===== src/rtl/univ_shift_reg_pkg.sv =====
// Shared types for the universal shift register: burst FSM states and direction codes.
package usr_pkg;

  typedef enum logic [1:0] {
    IDLE  = 2'd0,
    SHIFT = 2'd1,
    DONE  = 2'd2
  } state_t;

  localparam logic DIR_RIGHT = 1'b0;
  localparam logic DIR_LEFT  = 1'b1;

endpackage


===== src/rtl/univ_shift_reg.sv =====
// Universal shift register: parallel load, programmable-length shift bursts with serial in/out.
// Define UNIV_SHIFT_REG_ROTATE_EN to let a burst captured with rot=1 rotate instead of shifting in sin.
module univ_shift_reg
  import usr_pkg::*;
#(
  parameter int WIDTH = 8,
  parameter int CNT_W = $clog2(WIDTH) + 1
) (
  input  logic             clk,
  input  logic             rst,
  input  logic             load,
  input  logic [WIDTH-1:0] din,
  input  logic             start,
  input  logic             dir,
  input  logic [CNT_W-1:0] shift_cnt,
  input  logic             sin,
  input  logic             rot,
  output logic [WIDTH-1:0] q,
  output logic             sout,
  output logic             busy,
  output logic             done
);

  state_t           state;
  state_t           state_nxt;
  logic [CNT_W-1:0] rem;
  logic             dir_r;
  logic             rot_eff;

  // Returns {bit leaving the register, next register value} for one step.
  function automatic logic [WIDTH:0] step_fn(input logic [WIDTH-1:0] cur,
                                             input logic             left,
                                             input logic             rotate,
                                             input logic             s);
    logic out_bit;
    logic in_bit;
    out_bit = (left == DIR_LEFT) ? cur[WIDTH-1] : cur[0];
    in_bit  = rotate ? out_bit : s;
    if (left == DIR_LEFT) return {out_bit, cur[WIDTH-2:0], in_bit};
    else                  return {out_bit, in_bit, cur[WIDTH-1:1]};
  endfunction

`ifdef UNIV_SHIFT_REG_ROTATE_EN
  logic rot_r;

  always_ff @(posedge clk) begin
    if (rst)
      rot_r <= 1'b0;
    else if (state == IDLE && !load && start && shift_cnt != '0)
      rot_r <= rot;
  end

  assign rot_eff = rot_r;
`else
  logic unused_rot;

  assign unused_rot = rot;
  assign rot_eff    = 1'b0;
`endif

  always_ff @(posedge clk) begin
    if (rst) state <= IDLE;
    else     state <= state_nxt;
  end

  always_comb begin
    state_nxt = state;
    case (state)
      IDLE:    if (!load && start) state_nxt = (shift_cnt != '0) ? SHIFT : DONE;
      SHIFT:   if (rem == CNT_W'(1)) state_nxt = DONE;
      DONE:    state_nxt = IDLE;
      default: state_nxt = IDLE;
    endcase
  end

  always_ff @(posedge clk) begin
    if (rst) begin
      q     <= '0;
      sout  <= 1'b0;
      rem   <= '0;
      dir_r <= DIR_RIGHT;
    end else begin
      case (state)
        IDLE: begin
          if (load) begin
            q <= din;
          end else if (start && shift_cnt != '0) begin
            rem   <= shift_cnt;
            dir_r <= dir;
          end
        end
        SHIFT: begin
          {sout, q} <= step_fn(q, dir_r, rot_eff, sin);
          rem       <= rem - CNT_W'(1);
        end
        default: ;
      endcase
    end
  end

  assign busy = (state == SHIFT);
  assign done = (state == DONE);

endmodule

===== config.mk =====
export PLATFORM = sky130hd
export DESIGN_NAME = univ_shift_reg
export DESIGN_NICKNAME = d
export VERILOG_FILES = /design/src/rtl/univ_shift_reg_pkg.sv /design/src/rtl/univ_shift_reg.sv
export SDC_FILE = /design/constraint.sdc
export NUM_CORES = 1
export LEC_CHECK = 0
export CAP_MARGIN = 20
export CORE_ASPECT_RATIO = 1.4
export CORE_UTILIZATION = 48
export CTS_CLUSTER_DIAMETER = 200
export DETAILED_ROUTE_END_ITERATION = 6
export GPL_TIMING_DRIVEN = 1
export PLACE_DENSITY = 0.83
export SETUP_SLACK_MARGIN = 0.4
export SLEW_MARGIN = 20
export SYNTH_ARGS = -nofsm -noshare
export SYNTH_HDL_FRONTEND = slang
export SYNTH_SLANG_ARGS = --single-unit

===== constraint.sdc =====
create_clock -name clk -period 2 [get_ports clk]
set_input_delay 0.3 -clock clk [delete_from_list [all_inputs] [get_ports clk]]
set_output_delay 0.3 -clock clk [all_outputs]
set_load 0.05 [all_outputs]

==> flow_metrics.tcl, run 1 <==
set metrics [dict create \
    timing.fmax_mhz 648 \
    area_growth_pct 36.9 \
    reg2reg_depth 3 \
    cts-hold-fix-buffers 0 \
    swShare 0.334 \
    timing.final.ws_setup_ns 0.456 \
    clk_pin_slew_worst_paths_ns 0.09 \
    power.total_mw 0.808 \
    r2r-end "rem[2]" \
    first_pass_iters 4 \
    drv_cap 0 \
    wl_met1_um 869 \
    critPathKind "input pin to flip-flop" \
    hp-class "input pin to flip-flop" \
    drc_errors 0 \
    synthArstFlopShare 0 \
    pwr-share-clk 0.202 \
    p_per_area_mw_per_mm2 628 \
    syn_area_um2 940 \
    worstPathRequired_ns 2.21 \
    fin_nets 147 \
    ff2ff_setup_slack_ns 0.66 \
    cts_tree "built" \
    stdcell_area_mm2 0.00129 \
    dpl_cell_area_mm2 0.00126 \
    wl_per_cell_um 15.6 \
    clockBufferDepth 2 \
    synth-compound-area-share 0.225 \
    synth-edff-count 0 \
    tns_ns 0 \
    finalHoldViolCount 0 \
    die_w_um 39.4 \
    clock_latency_ns 0.27 \
    maxUsedRoutingLayer "met4" \
    ys.flop_type "dfxtp_1" \
    htree_num_levels 1 \
    synth_nets 116 \
    hpwlAfterDp_um 1730 \
    rsz0062_at_grt "no" \
    wl_met2_um 1250 \
    yosysSeqAreaShare 0.341 \
    setup_violations 0 \
    status "finished, final reports clean" \
    cts_setup_buffers 0 \
    rows 18 \
    wirelength_um 2250 \
    grt_pass1_wl_um 3580 \
    wl_met3_um 94 \
    internal-power_mw 0.538 \
    final_layout_size_suffix_gt1_frac 0.194 \
    grt_use_total 0.243 \
    seq_power_share 0.467 \
    grt_max_degree 14 \
    grt_overflow 0 \
    ant_nets 0 \
    leakage_nw 0.505 \
    p_sw_mw 0.270 \
    min_to "state[1]" \
    critPathLaunchType "input pin" \
    drtIter0Drc 10 \
    antenna_found_initial 0 \
    synth_seq_cells 16 \
    first_global_vias 868 \
    via_per_inst 5.99 \
    hold-path-cell-count 4 \
    io-pin-count 30 \
    synth_top_family_by_area "compound AO/OA/AOI/OAI gates" \
    cts.sinks 16 \
    fillers 158 \
    dieHeight_um 54.4 \
    yosys.area_share.adder 0.0266 \
    cts_made_buffers 3 \
    cp-end-kind "flip-flop" \
    portBuffers 28 \
    antennaDiodeCount 0 \
    initial_utilization 0.522 \
    fin_hold_ws_ns 0.491 \
    synthMuxAreaShare 0.192 \
    skew_ns 0.00311 \
    place_congestion 0.723 \
    tightest_slew_ns 0.613 \
    finalMaxSlewViolations 0 \
    cts_root_buf "clkbuf_4" \
    core_mm2 0.00180 \
    post-route-min-period_ns 1.54 \
    place_ws_ns 0.165 \
    crit_path_max_fanout 4 \
    synth_cell_types 35 \
    combPwrFrac 0.332 \
    peakVddDrop_uv 569 \
    yosys_warnings 0 \
    worstReg2RegStart "state[1]" \
    worstHoldStart "shift_cnt[1]" \
    synth_xor_area_frac 0.00932 \
    worstPathArrival_ns 1.75 \
    syn_inst 95 \
    fp.dieArea_mm2 0.00214 \
    yosys.area_share.simple 0.172 \
    max_slew_margin 0.589 \
    fin_crit_sh 0.772 \
    avgSynthCellArea_um2 9.89 \
    vias 862 \
]
## through the flow
stage | utilization | instances
3_3_place_gp | 0.697 | 141
6_report | 0.714 | 144
2_1_floorplan | - | 95
5_1_grt | 0.714 | 144
3_5_place_dp | 0.697 | 141
4_1_cts | 0.706 | 144
## critical path, stage by stage
cell	delay, ns
clkdlybuf4s50_1	0.46
or3_1	0.37
or4_1	0.48
a21boi_1	0.14
## layout make-up
class | count | area, um2 | share of cell area
multi-input combinational | 71 | 597 | 0.464
sequential | 16 | 324 | 0.252
timing repair buffer | 31 | 302 | 0.234
tap | 20 | 25.0 | 0.0195
clock buffer | 3 | 22.5 | 0.0175
inverter | 3 | 16.3 | 0.0126
## power by group through the flow
stage / Sequential (mW) / Combinational (mW) / Clock [mW]
after global placement: 0.384 / 0.270 / 0
after floorplan: 0.428 / 0.124 / 0
after detailed placement: 0.385 / 0.275 / 0
after global routing: 0.382 / 0.287 / 0.182
after CTS: 0.377 / 0.267 / 0.166
final: 0.377 / 0.268 / 0.163
## worst max path at each step
stage	start	endpoint	slack (ns)
6_report	shift_cnt[0]	state[1]	0.46
4_1_cts	state[1]	busy	0.40
3_3_place_gp	shift_cnt[1]	state[1]	0.17
5_1_grt	load	rem[2]	0.40
3_5_place_dp	shift_cnt[1]	state[1]	0.17
2_1_floorplan	state[1]	done	0.61
## cell usage after synthesis (3+ instances only)
cell type / number / area, um2
mux2_2: 8 / 90.1
clkbuf_1: 3 / 11.3
nor2b_1: 3 / 18.8
a21oi_1: 4 / 20.0
nor4bb_1: 3 / 30.0
o2bb2ai_1: 8 / 70.1
nor2_1: 4 / 15.0
o21bai_1: 3 / 22.5
mux2i_1: 9 / 90.1
dfxtp_1: 16 / 320
## kinds of logic after synthesis
| logic type | Yosys count |
|---|---|
| DFF | 16 |
| xor gates and xnor gates | 1 |
| adders and majority gates | 2 |
| AOI/OAI and AO/OA | 27 |
| buffers and inverters | 8 |
| muxes | 17 |
| and+or+nand+nor | 24 |
## cells in the final DEF (no fill, tap or decap), types with 3 or more instances in the layout
| cell | n |
|---|---|
| clkdlybuf4s50_1 | 16 |
| dfxtp_1 | 15 |
| mux2i_1 | 9 |
| dlygate4sd2_1 | 9 |
| mux2_2 | 8 |
| o2bb2ai_1 | 8 |
| nor2_1 | 4 |
| a21oi_1 | 4 |
| buf_4 | 4 |
| o21bai_1 | 3 |
| nor4bb_1 | 3 |
| clkbuf_4 | 3 |
## timing repair
action                                  4_1_cts  5_1_grt
endpoints found under the hold margin         0        0
gates resized for setup                      11        5
endpoints found under the setup margin       10        3
## state kept, by name, summed over array words and instances, names as in the netlist
name and cells:
state 2, dir_r 1, rem 4, q 8
sout 1
## layer usage
| metal | track usage | up-vias |
|---|---|---|
| met5 | 0 | - |
| met4 | 0.0977 | 0 |
| met3 | 0.0407 | 4 |
| met2 | 0.472 | 28 |
| met1 | 0.245 | 406 |
| li1 | - | 424 |
Note: power is estimated with default switching activity, not from simulation.
==> run 2: changes to the inputs <==
- CORE_UTILIZATION: 48 -> 45
- PLACE_DENSITY: 0.83 -> 0.78
- clock period: 2 -> 1.57 ns (I/O delays scaled with it)
==> run 2 against run 1 <==
  * First-iteration DRC count up 50%
  * Hold slack lost 0.18 ns
  * Worst setup slack worse by 0.23 ns
  * Global-route usage is 2.5 points higher
  * Via count up 20%
  * Largest cell class unchanged
==> flow_metrics.tcl, run 2 (same netlist as run 1, synthesis figures left out) <==
set metrics [dict create \
    status "finished, final reports clean" \
    cts.sinks 16 \
    htree_num_levels 1 \
    finalMaxSlewViolations 0 \
    swShare 0.369 \
    fin_crit_sh 0.854 \
    setup_violations 0 \
    final_common_cell "buf_4" \
    drv_cap 0 \
    busiest_layer "met2" \
    p_sw_mw 0.473 \
    timing.fmax_mhz 746 \
    drtIter0Drc 15 \
    seq_power_share 0.392 \
    reg.largest.list "q: 8 flops, rem: 4 flops, state: 2 flops" \
    core_mm2 0.00197 \
    seqCellArea_um2 340 \
    io-pin-count 30 \
    hp-class "input pin to flip-flop" \
    hpwlAfterDp_um 1740 \
    grt_use_total 0.268 \
    final_layout_size_suffix_gt1_frac 0.667 \
    p_per_area_mw_per_mm2 708 \
    worstPathRequired_ns 1.33 \
    fin_nets 167 \
    combPwrFrac 0.428 \
    leakage_nw 0.717 \
    grt_use_met2 0.499 \
    fin_hold_ws_ns 0.312 \
    wirelength_um 3460 \
    place_ws_ns -0.198 \
    critPathKind "flip-flop to output pin" \
    cts-hold-fix-buffers 0 \
    vias 1035 \
    multi_input_area_um2 880 \
    finalHoldViolCount 0 \
    cts_made_buffers 3 \
    grt_pass1_wl_um 4260 \
    first_global_vias 973 \
    regMostFlops "q" \
    worstPathArrival_ns 1.10 \
    stdcell_area_mm2 0.00181 \
    antennaDiodeCount 0 \
    antenna_found_initial 0 \
    drc_errors 0 \
    final_core_util 0.918 \
    area_growth_pct 92.7 \
    cts_root_buf "clkbuf_4" \
    wl_per_cell_um 21.0 \
    use_met3 0.0360 \
    clock_latency_ns 0.31 \
    dpl_cell_area_mm2 0.00132 \
    via_per_inst 6.27 \
    final_cell_mix "22 x buf_4, 10 x clkdlybuf4s50_1, 8 x mux2_2, 7 x mux2i_1, 7 x dfxtp_2" \
    fillers 71 \
    pwr-share-clk 0.180 \
    tightest_slew_ns 0.388 \
    critPathLaunchType "flip-flop" \
    internal-power_mw 0.808 \
    cp-end-kind "output pin" \
    rows 19 \
    timing.final.ws_setup_ns 0.230 \
    max_slew_margin 0.739 \
    die_w_um 40.6 \
    clk_pin_slew_worst_paths_ns 0.09 \
    cts_tree "built" \
    rsz0062_at_grt "yes" \
    skew_ns 0.00392 \
    clockBufferDepth 2 \
    grt_max_degree 12 \
    largest_reg_flops 8 \
    crit_path_max_fanout 5 \
    peakVddDrop_uv 770 \
    first_pass_iters 3 \
    ant_nets 0 \
    post-route-min-period_ns 1.34 \
    dieHeight_um 56.1 \
    use_met1 0.277 \
    grt_overflow 0 \
    initial_utilization 0.476 \
    portBuffers 28 \
    place_congestion 0.740 \
    fp.dieArea_mm2 0.00228 \
]
run 2: cell types whose count changed in the layout (fill, tap and decap cells not counted), moves of 4 or more:
cell             change
buf_4               +18
dlygate4sd2_1        -8
clkdlybuf4s50_1      -6
o2bb2ai_1            -8
buf_12               +4
o2bb2ai_2            +6
dfxtp_2              +7
dfxtp_1              -9
buf_6                +5
run 2: area by class of cell:
type                            instances  share of cell area
Multi-Input combinational cell         71               0.486
Sequential cell                        16               0.188
Clock buffer                            3              0.0124
Timing Repair Buffer                   51               0.290
Tap cell                               21              0.0145
Inverter                                3             0.00898
run 2: power by group through the flow:
stage               Combinational, mW  Clock (mW)  Sequential (mW)
floorplan                       0.165           0            0.545
global placement                0.352           0            0.492
detailed placement              0.358           0            0.492
CTS                             0.416       0.215            0.486
global route                    0.576       0.243            0.505
finish                          0.549       0.231            0.502
run 2: final timing paths:
check	slack (ns)	cells past startpoint	to	from
worst max-delay path	0.23	3	done	state[0]
worst max register to register	0.27	3	state[1]	state[0]
worst min register to register	0.49	1	q[4]	q[4]
worst min-delay path	0.31	2	dir_r	rst
run 2: critical path, cell delays in order (launching register included):
cell and delay, ns:
dfxtp_4 0.40, buf_12 0.14, nor2b_4 0.12, buf_12 0.14
run 2: metal layers:
layer | vias to the layer above | wire length (um)
met4 | 0 | 174
met3 | 16 | 136
met1 | 506 | 1190
met5 | - | 0
li1 | 467 | -
met2 | 46 | 1960
run 2: repair_timing:
| item | in CTS | in global routing |
|---|---|---|
| resized for setup | 40 | 47 |
| pin swaps | 6 | 18 |
| endpoints found under the setup margin | 18 | 23 |
| buffers inserted | 5 | 5 |
| gates cloned | 0 | 1 |
run 2: stage by stage:
stage	instances	setup TNS, ns	power, mW
2_1_floorplan	95	0	0.711
3_3_place_gp	151	-0.416	0.844
3_5_place_dp	151	-0.501	0.850
4_1_cts	159	0	1.12
5_1_grt	165	0	1.32
6_report	165	0	1.28
